<file path="src/rtl/dmem_access_ctrl.sv">
// Memory-stage data-RAM access controller: turns M-stage load/store controls into a
// req/gnt/rvalid transaction and returns extended load data plus a stall term.
module dmem_access_ctrl #(
  parameter int unsigned TIMEOUT = 16,
  parameter int unsigned TO_W    = 5
) (
  input  logic        clk,
  input  logic        rst,
  input  logic        MemRead_M,
  input  logic        MemWrite_M,
  input  logic [2:0]  funct3_M,
  input  logic [31:0] ALUResult_M,
  input  logic [31:0] WriteData_M,
  input  logic        valid_M,
  input  logic        flush_M,
  output logic        dmem_req,
  output logic        dmem_we,
  output logic [31:0] dmem_addr,
  output logic [31:0] dmem_wdata,
  output logic [3:0]  dmem_be,
  input  logic        dmem_gnt,
  input  logic        dmem_rvalid,
  input  logic [31:0] dmem_rdata,
  output logic        mem_busy_M,
  output logic [31:0] ReadData_M,
  output logic        mem_err_M
);

  typedef enum logic [2:0] {StIdle, StReq, StWait, StDone, StDrain} state_e;

  state_e          state_q;
  logic [TO_W-1:0] cnt_q;
  logic [31:0]     rdata_q;
  logic            err_q;

  logic        access, is_load, is_half, is_word, misaligned, timeout;
  logic [7:0]  lane_b;
  logic [15:0] lane_h;
  logic [31:0] load_ext;

  // A load wins when both read and write are set.
  assign access     = (MemRead_M | MemWrite_M) & ~flush_M;
  assign is_load    = MemRead_M;
  assign is_half    = (funct3_M[1:0] == 2'b01);
  assign is_word    = (funct3_M[1:0] == 2'b10);
  assign misaligned = (is_half & ALUResult_M[0]) | (is_word & (ALUResult_M[1:0] != 2'b00));
  assign timeout    = (cnt_q >= TO_W'(TIMEOUT - 1));

  assign dmem_req   = (state_q == StReq);
  assign dmem_addr  = {ALUResult_M[31:2], 2'b00};
  assign mem_busy_M = ((state_q == StIdle) & access) | (state_q == StReq) |
                      (state_q == StWait) | ((state_q == StDrain) & access);
  assign ReadData_M = rdata_q;
  assign mem_err_M  = err_q;

  always_comb begin
    lane_b = dmem_rdata[{ALUResult_M[1:0], 3'b000} +: 8];
    lane_h = dmem_rdata[{ALUResult_M[1], 4'b0000} +: 16];
    case (funct3_M)
      3'b000:  load_ext = {{24{lane_b[7]}}, lane_b};
      3'b001:  load_ext = {{16{lane_h[15]}}, lane_h};
      3'b100:  load_ext = {24'b0, lane_b};
      3'b101:  load_ext = {16'b0, lane_h};
      default: load_ext = dmem_rdata;
    endcase
  end

  always_comb begin
    case (funct3_M[1:0])
      2'b00:   dmem_wdata = {4{WriteData_M[7:0]}};
      2'b01:   dmem_wdata = {2{WriteData_M[15:0]}};
      default: dmem_wdata = WriteData_M;
    endcase
    dmem_we = 1'b0;
    dmem_be = 4'b0000;
    if (dmem_req) begin
      dmem_we = ~is_load;
      if (is_load) begin
        dmem_be = 4'b1111;
      end else begin
        case (funct3_M[1:0])
          2'b00:   dmem_be = 4'b0001 << ALUResult_M[1:0];
          2'b01:   dmem_be = 4'b0011 << {ALUResult_M[1], 1'b0};
          default: dmem_be = 4'b1111;
        endcase
      end
    end
  end

  always_ff @(posedge clk or negedge rst) begin
    if (!rst) begin
      state_q <= StIdle;
      cnt_q   <= '0;
      rdata_q <= '0;
      err_q   <= 1'b0;
    end else begin
      case (state_q)
        StIdle: begin
          if (access) begin
            if (misaligned) begin
              state_q <= StDone;
              err_q   <= 1'b1;
              rdata_q <= '0;
            end else begin
              state_q <= StReq;
              cnt_q   <= '0;
            end
          end
        end
        StReq: begin
          cnt_q <= cnt_q + TO_W'(1);
          // A load granted in the flush cycle still owes us an rvalid.
          if (flush_M) begin
            state_q <= (dmem_gnt & is_load) ? StDrain : StIdle;
          end else if (dmem_gnt & ~is_load) begin
            state_q <= StDone;
            err_q   <= 1'b0;
            rdata_q <= '0;
          end else if (timeout) begin
            state_q <= StDone;
            err_q   <= 1'b1;
            rdata_q <= '0;
          end else if (dmem_gnt) begin
            state_q <= StWait;
          end
        end
        StWait: begin
          cnt_q <= cnt_q + TO_W'(1);
          if (flush_M) begin
            state_q <= dmem_rvalid ? StIdle : StDrain;
          end else if (dmem_rvalid) begin
            state_q <= StDone;
            err_q   <= 1'b0;
            rdata_q <= load_ext;
          end else if (timeout) begin
            state_q <= StDone;
            err_q   <= 1'b1;
            rdata_q <= '0;
          end
        end
        StDrain: begin
          if (dmem_rvalid) state_q <= StIdle;
        end
        StDone: begin
          if (valid_M | flush_M) begin
            state_q <= StIdle;
            err_q   <= 1'b0;
            rdata_q <= '0;
          end
        end
        default: state_q <= StIdle;
      endcase
    end
  end

endmodule
</file>
<file path="config.mk">
export PLATFORM = sky130hd
export DESIGN_NAME = dmem_access_ctrl
export DESIGN_NICKNAME = d
export VERILOG_FILES = /design/src/rtl/dmem_access_ctrl.sv
export SDC_FILE = /design/constraint.sdc
export NUM_CORES = 1
export LEC_CHECK = 0
export ABC_AREA = 1
export BUFFER_PORTS_ARGS = -buffer_cell sky130_fd_sc_hd__buf_4
export CORE_UTILIZATION = 39
export CTS_BUF_LIST = sky130_fd_sc_hd__clkbuf_4 sky130_fd_sc_hd__clkbuf_8 sky130_fd_sc_hd__clkbuf_16
export DETAILED_ROUTE_END_ITERATION = 10
export PLACE_DENSITY = 0.82
export SKIP_CTS_REPAIR_TIMING = 1
export SLEW_MARGIN = 15
export SYNTH_ARGS = -nofsm -noshare
export SYNTH_HDL_FRONTEND = slang
export SYNTH_SLANG_ARGS = --single-unit
</file>
<file path="constraint.sdc">
create_clock -name clk -period 1.5 [get_ports clk]
set_input_delay 0.075 -clock clk [delete_from_list [all_inputs] [get_ports clk]]
set_output_delay 0.075 -clock clk [all_outputs]
set_load 0.02 [all_outputs]
</file>
Yosys cells after proc, flatten, opt, wreduce, memory -nomap -nowiden
Cells that the tools add are included.

Input port bits: 107. Flip-flop bits (word level): 41. Output and inout port bits: 104.

Bitwise operators: 15. Order comparisons: 1. Eq/ne operators: 18. Multiplexer cells: 41. Reduce and logical (&&, ||, !) cells: 10. Shift-type cells: 4. Add/sub/neg operators: 1.

Operators by type and width (number): $mux W32 (8); $pmux W32 S4 (2); $pmux W32 S2 (1); $mux W3 (12); $shiftx A32 B6 Y16 (1); $shiftx A32 B6 Y8 (1); $pmux W3 S5 (1); $ne A2 B2 Y1 const B (7); $mux W5 (2); $pmux W5 S2 (1); $eq A3 B3 Y1 const B (3); $mux W1 (9); $mux W4 (2); $pmux W4 S2 (1); $and A1 B1 Y1 (7); $eq A3 B1 Y1 const B (2); $eq A3 B2 Y1 const B (2); $logic_not A3 Y1 (2); $or A1 B1 Y1 (6); $reduce_and A6 Y1 (1); $add A5 B1 Y5 const B (1); $ge A5 B4 Y1 const B (1); $ne A5 B2 Y1 const B (1); $reduce_and A5 Y1 (1); other kinds (13) (15).

Depth between registers and ports, before layout
Depth after elaboration: 6. Gate-level depth with buffers: 13. Gate-level depth less buffers: 11.

Worst setup path before layout
Ideal clock, no wire load.

Kind: reg-to-reg. From: reg state_q[2]. To: reg cnt_q[1]. Clock period less this slack: 1.698 ns. Setup slack: -0.198 ns. Cell stages (with the launch flop): 8. Library setup time: 0.121 ns. Data required time: 1.379 ns. Arrival: 1.577 ns. Cells stage by stage: dfrtp_1 nor3_2 inv_2 nand2_1 nor2_1 nor2_2 inv_2 a22o_1.

Cells in the longest elaborated chain, start to end: 4.

RTL lines: start: declaration (line 31) `state_e state_q;`; start signal: assignment (line 92) `state_q <= StIdle;`; start signal: assignment (line 101) `state_q <= StDone;`; start signal: assignment (line 105) `state_q <= StReq;`; $eq A3 B1 Y1 *; named net dmem_req (line 16) `output logic dmem_req,`; $reduce_or A2 Y1 (no line) *; $reduce_bool A2 Y1 (no line); $reduce_and A3 Y1 (no line); end signal: assignment (line 111) `cnt_q <= cnt_q + TO_W'(1);`; end signal: assignment (line 128) `cnt_q <= cnt_q + TO_W'(1);`; end: declaration (line 32) `logic [TO_W-1:0] cnt_q;`.

The timed path passes the listed nets; every way through them passes the cells marked *. A chain may end at the register's enable or synchronous reset.

Worst setup path after layout
From: reg state_q[2]. To: out dmem_be[2].

Cells in the longest elaborated chain, start to end: 2.

RTL lines: $eq A3 B1 Y1 (line 49) `assign dmem_req = (state_q == StReq);`; $mux W4 (line 76) `if (dmem_req) begin`; end: declaration (line 20) `output logic [3:0] dmem_be,`.

No other way between the ends.

==> results.ini <==
[die]
initial_core_util = 0.413
ioPinCount = 211
dieArea_um2 = 8730
coreArea_um2 = 7890
die_h_um = 93.4
die_w_um = 93.4
rows = 32

[sta]
setup_viol_count_final = 42
period_minus_slack_ns = 1.69
fin_setup_tns_ns = -6.01
hold_ws_ns = 0.0434
worst_pin_slew_ns = 0.740
period_share = 1.13
hold_viol_final = 0
maxSlewHeadroom = 0.505
fmax_mhz = 591
maxSlewViolCount = 0
layout_setup_ws_ns = -0.192
grt_setup_unrepaired = true
fin_skew_ns = 0.00904

[final_layout]
area_growth_pct = 50.4
layout-drive-gt1-share = 0.465
utilization = 0.622
final_cells = 739
nNetsFinal = 746
antennaDiodeCount = 0
nFillCells = 678

[logic_synthesis]
ys_seq_elements = 41
ys.warnings.count = 0
avgSynthCellArea_um2 = 6.64
dominantRegCellSynth = dfrtp_1
synth_area_um2 = 3260
synth_top_cell_area_share = 0.315
yosysTopAreaCell = dfrtp_1
synth_edf_count = 0
synth.top_cells.by_count = nand2_1, buf_4, dfrtp_1
synth_area_leaders = dfrtp_1, nand2_1, buf_4, nand3_1, o21ai_0
synth_cell_types = 37
async_reset_ff_frac = 1.00
synthCells = 491
yosysSeqAreaShare = 0.315
synth_most_common_cell = nand2_1

[power]
p_leak_uw = 0.00267
p_sw_uw = 3540
powerDensity_nw_per_um2 = 1610
p_clk_frac = 0.114
ir_worst_vdd_mv = 0.734
p_comb_frac = 0.660
p_int_uw = 4350
power_switching_share = 0.449
seqPwrFrac = 0.226

[route]
antenna_left = 0
wire_per_inst_um = 15.5
drc_errors = 0
firstDrtPassIters = 5
drtIter0Drc = 241
routed_wirelength_um = 11400
vias = 3821
viasPerCell = 5.17

[global_route]
grt_overflow = 0
grt_max_degree = 42
grt_pass1_vias = 3587
grt_pass1_wl_um = 16400
grt.total_usage = 0.242
antenna_found_initial = 0

[critical_path]
arrival_ns = 1.62
end_kind = output port
criticalPathCategory = reg -> out
worstSetupStartpointType = register
cp.required_ns = 1.42
max_stage_delay_ns = 0.45
path_cells = buf_6, nor3_4, inv_2, buf_6, a21oi_4, buf_6
crit_path_top_delay_cell = dfrtp_2
cpMostUsedCell = buf_6
crit_fanout = 5

[min_path]
worst_hold_path_type = in -> reg

[clock_network]
clockBufferDepth = 2
clkLatencyLatePin_ns = 0.30
cts_max_level = 2
numCtsBuffers = 5
ctsRootBufferMaster = clkbuf_8
cts_tree = yes
cts_sinks = 41
clkTransAtPathRegs_ns = 0.08

[placed_design]
gp_congestion = 1.05
dpl.cell_count = 722
place_hpwl_um = 8530
portBuffers = 148

[flow_run]
drv_cap = 0

[run_status]
status = finished with violations
violations = setup timing

## critical path: cells and delay by family (launching register included)
family                 cells  cell delay, ns
buffers and inverters      4            0.52
AO/OA/AOI/OAI              1            0.14
AND/OR/NAND/NOR            1            0.20
flip-flops                 1            0.45
## cells in the final DEF, fill, tap and decap left out, types with 4 or more instances in the layout
cell type / Yosys / final
inv_2: 9 / 9
clkbuf_8: 0 / 5
dfrtp_1: 41 / 38
a21oi_1: 12 / 8
nor2_1: 26 / 21
buf_6: 3 / 10
nand3_2: 10 / 11
inv_4: 1 / 4
o21ai_0: 25 / 23
inv_1: 32 / 28
a21oi_4: 0 / 4
nor2_2: 6 / 5
nand2_4: 1 / 8
nor3_1: 14 / 14
nand2_1: 185 / 158
nand3_1: 27 / 26
o211ai_1: 8 / 8
nand2_2: 4 / 23
nor2_4: 1 / 7
buf_4: 43 / 179
or2_2: 13 / 13
## stage by stage
stage	setup WS, ns	power [uW]	cell area [um^2]
after floorplan	-0.0538	4020	3280
after global placement	-0.110	5630	4410
after detailed placement	-0.173	5720	4410
after CTS	-0.335	6630	4510
after global routing	-0.260	8290	4900
final	-0.192	7890	4900
## state kept, by name (all words and copies together), names as in the netlist
signal and count:
ReadData_M 32, mem_err_M 1, state_q 3, cnt_q 5
## worst paths after layout
kind,startpoint,endpoint,slack (ns),cells after the start
setup / recovery,state_q[2]$_DFFE_PN0P_,dmem_be[2],-0.19,6
hold / removal,dmem_rvalid,state_q[2]$_DFFE_PN0P_,0.04,2
setup reg to reg,state_q[2]$_DFFE_PN0P_,ReadData_M[6]$_DFFE_PN0P_,-0.17,10
hold reg to reg,ReadData_M[25]$_DFFE_PN0P_,ReadData_M[25]$_DFFE_PN0P_,0.49,2
max in group asynchronous,rst,state_q[0]$_DFFE_PN0P_,0.79,2
min in group asynchronous,rst,mem_err_M$_DFFE_PN0P_,0.30,2
## power groups by stage
stage / Clock, uW / Combinational (uW) / Sequential, uW
final: 902 / 5200 / 1780
after global routing: 957 / 5510 / 1820
after CTS: 914 / 3980 / 1730
after detailed placement: 0 / 3970 / 1750
after global placement: 0 / 3880 / 1740
after floorplan: 0 / 1980 / 2030
## area by class of cell
cell class	count	area (um^2)	area share
multi-input combinational	353	1920	0.391
timing repair buffer	194	1560	0.317
sequential	41	1030	0.210
inverter	42	171	0.0349
tap	102	128	0.0260
clock buffer	5	68.8	0.0140
clock inverter	2	35.0	0.00714
## cells by family after synthesis
| family | share of synthesized area |
|---|---|
| AND/OR/NAND/NOR | 0.408 |
| buffers and inverters | 0.174 |
| AO/OA/AOI/OAI | 0.0917 |
| flip-flops | 0.315 |
| adder cells (fa/ha/maj) | 0.00767 |
| XOR/XNOR | 0.00269 |
| other | 0.00115 |
## routing by layer
metal	global-route usage	part of all wire	vias to the layer above
met2	0.439	0.52	182
met3	0.0398	0.070	44
li1	-	-	1803
met4	0.117	0.038	0
met5	0	0	-
met1	0.274	0.38	1792
Power figures use the tool's default switching activity.
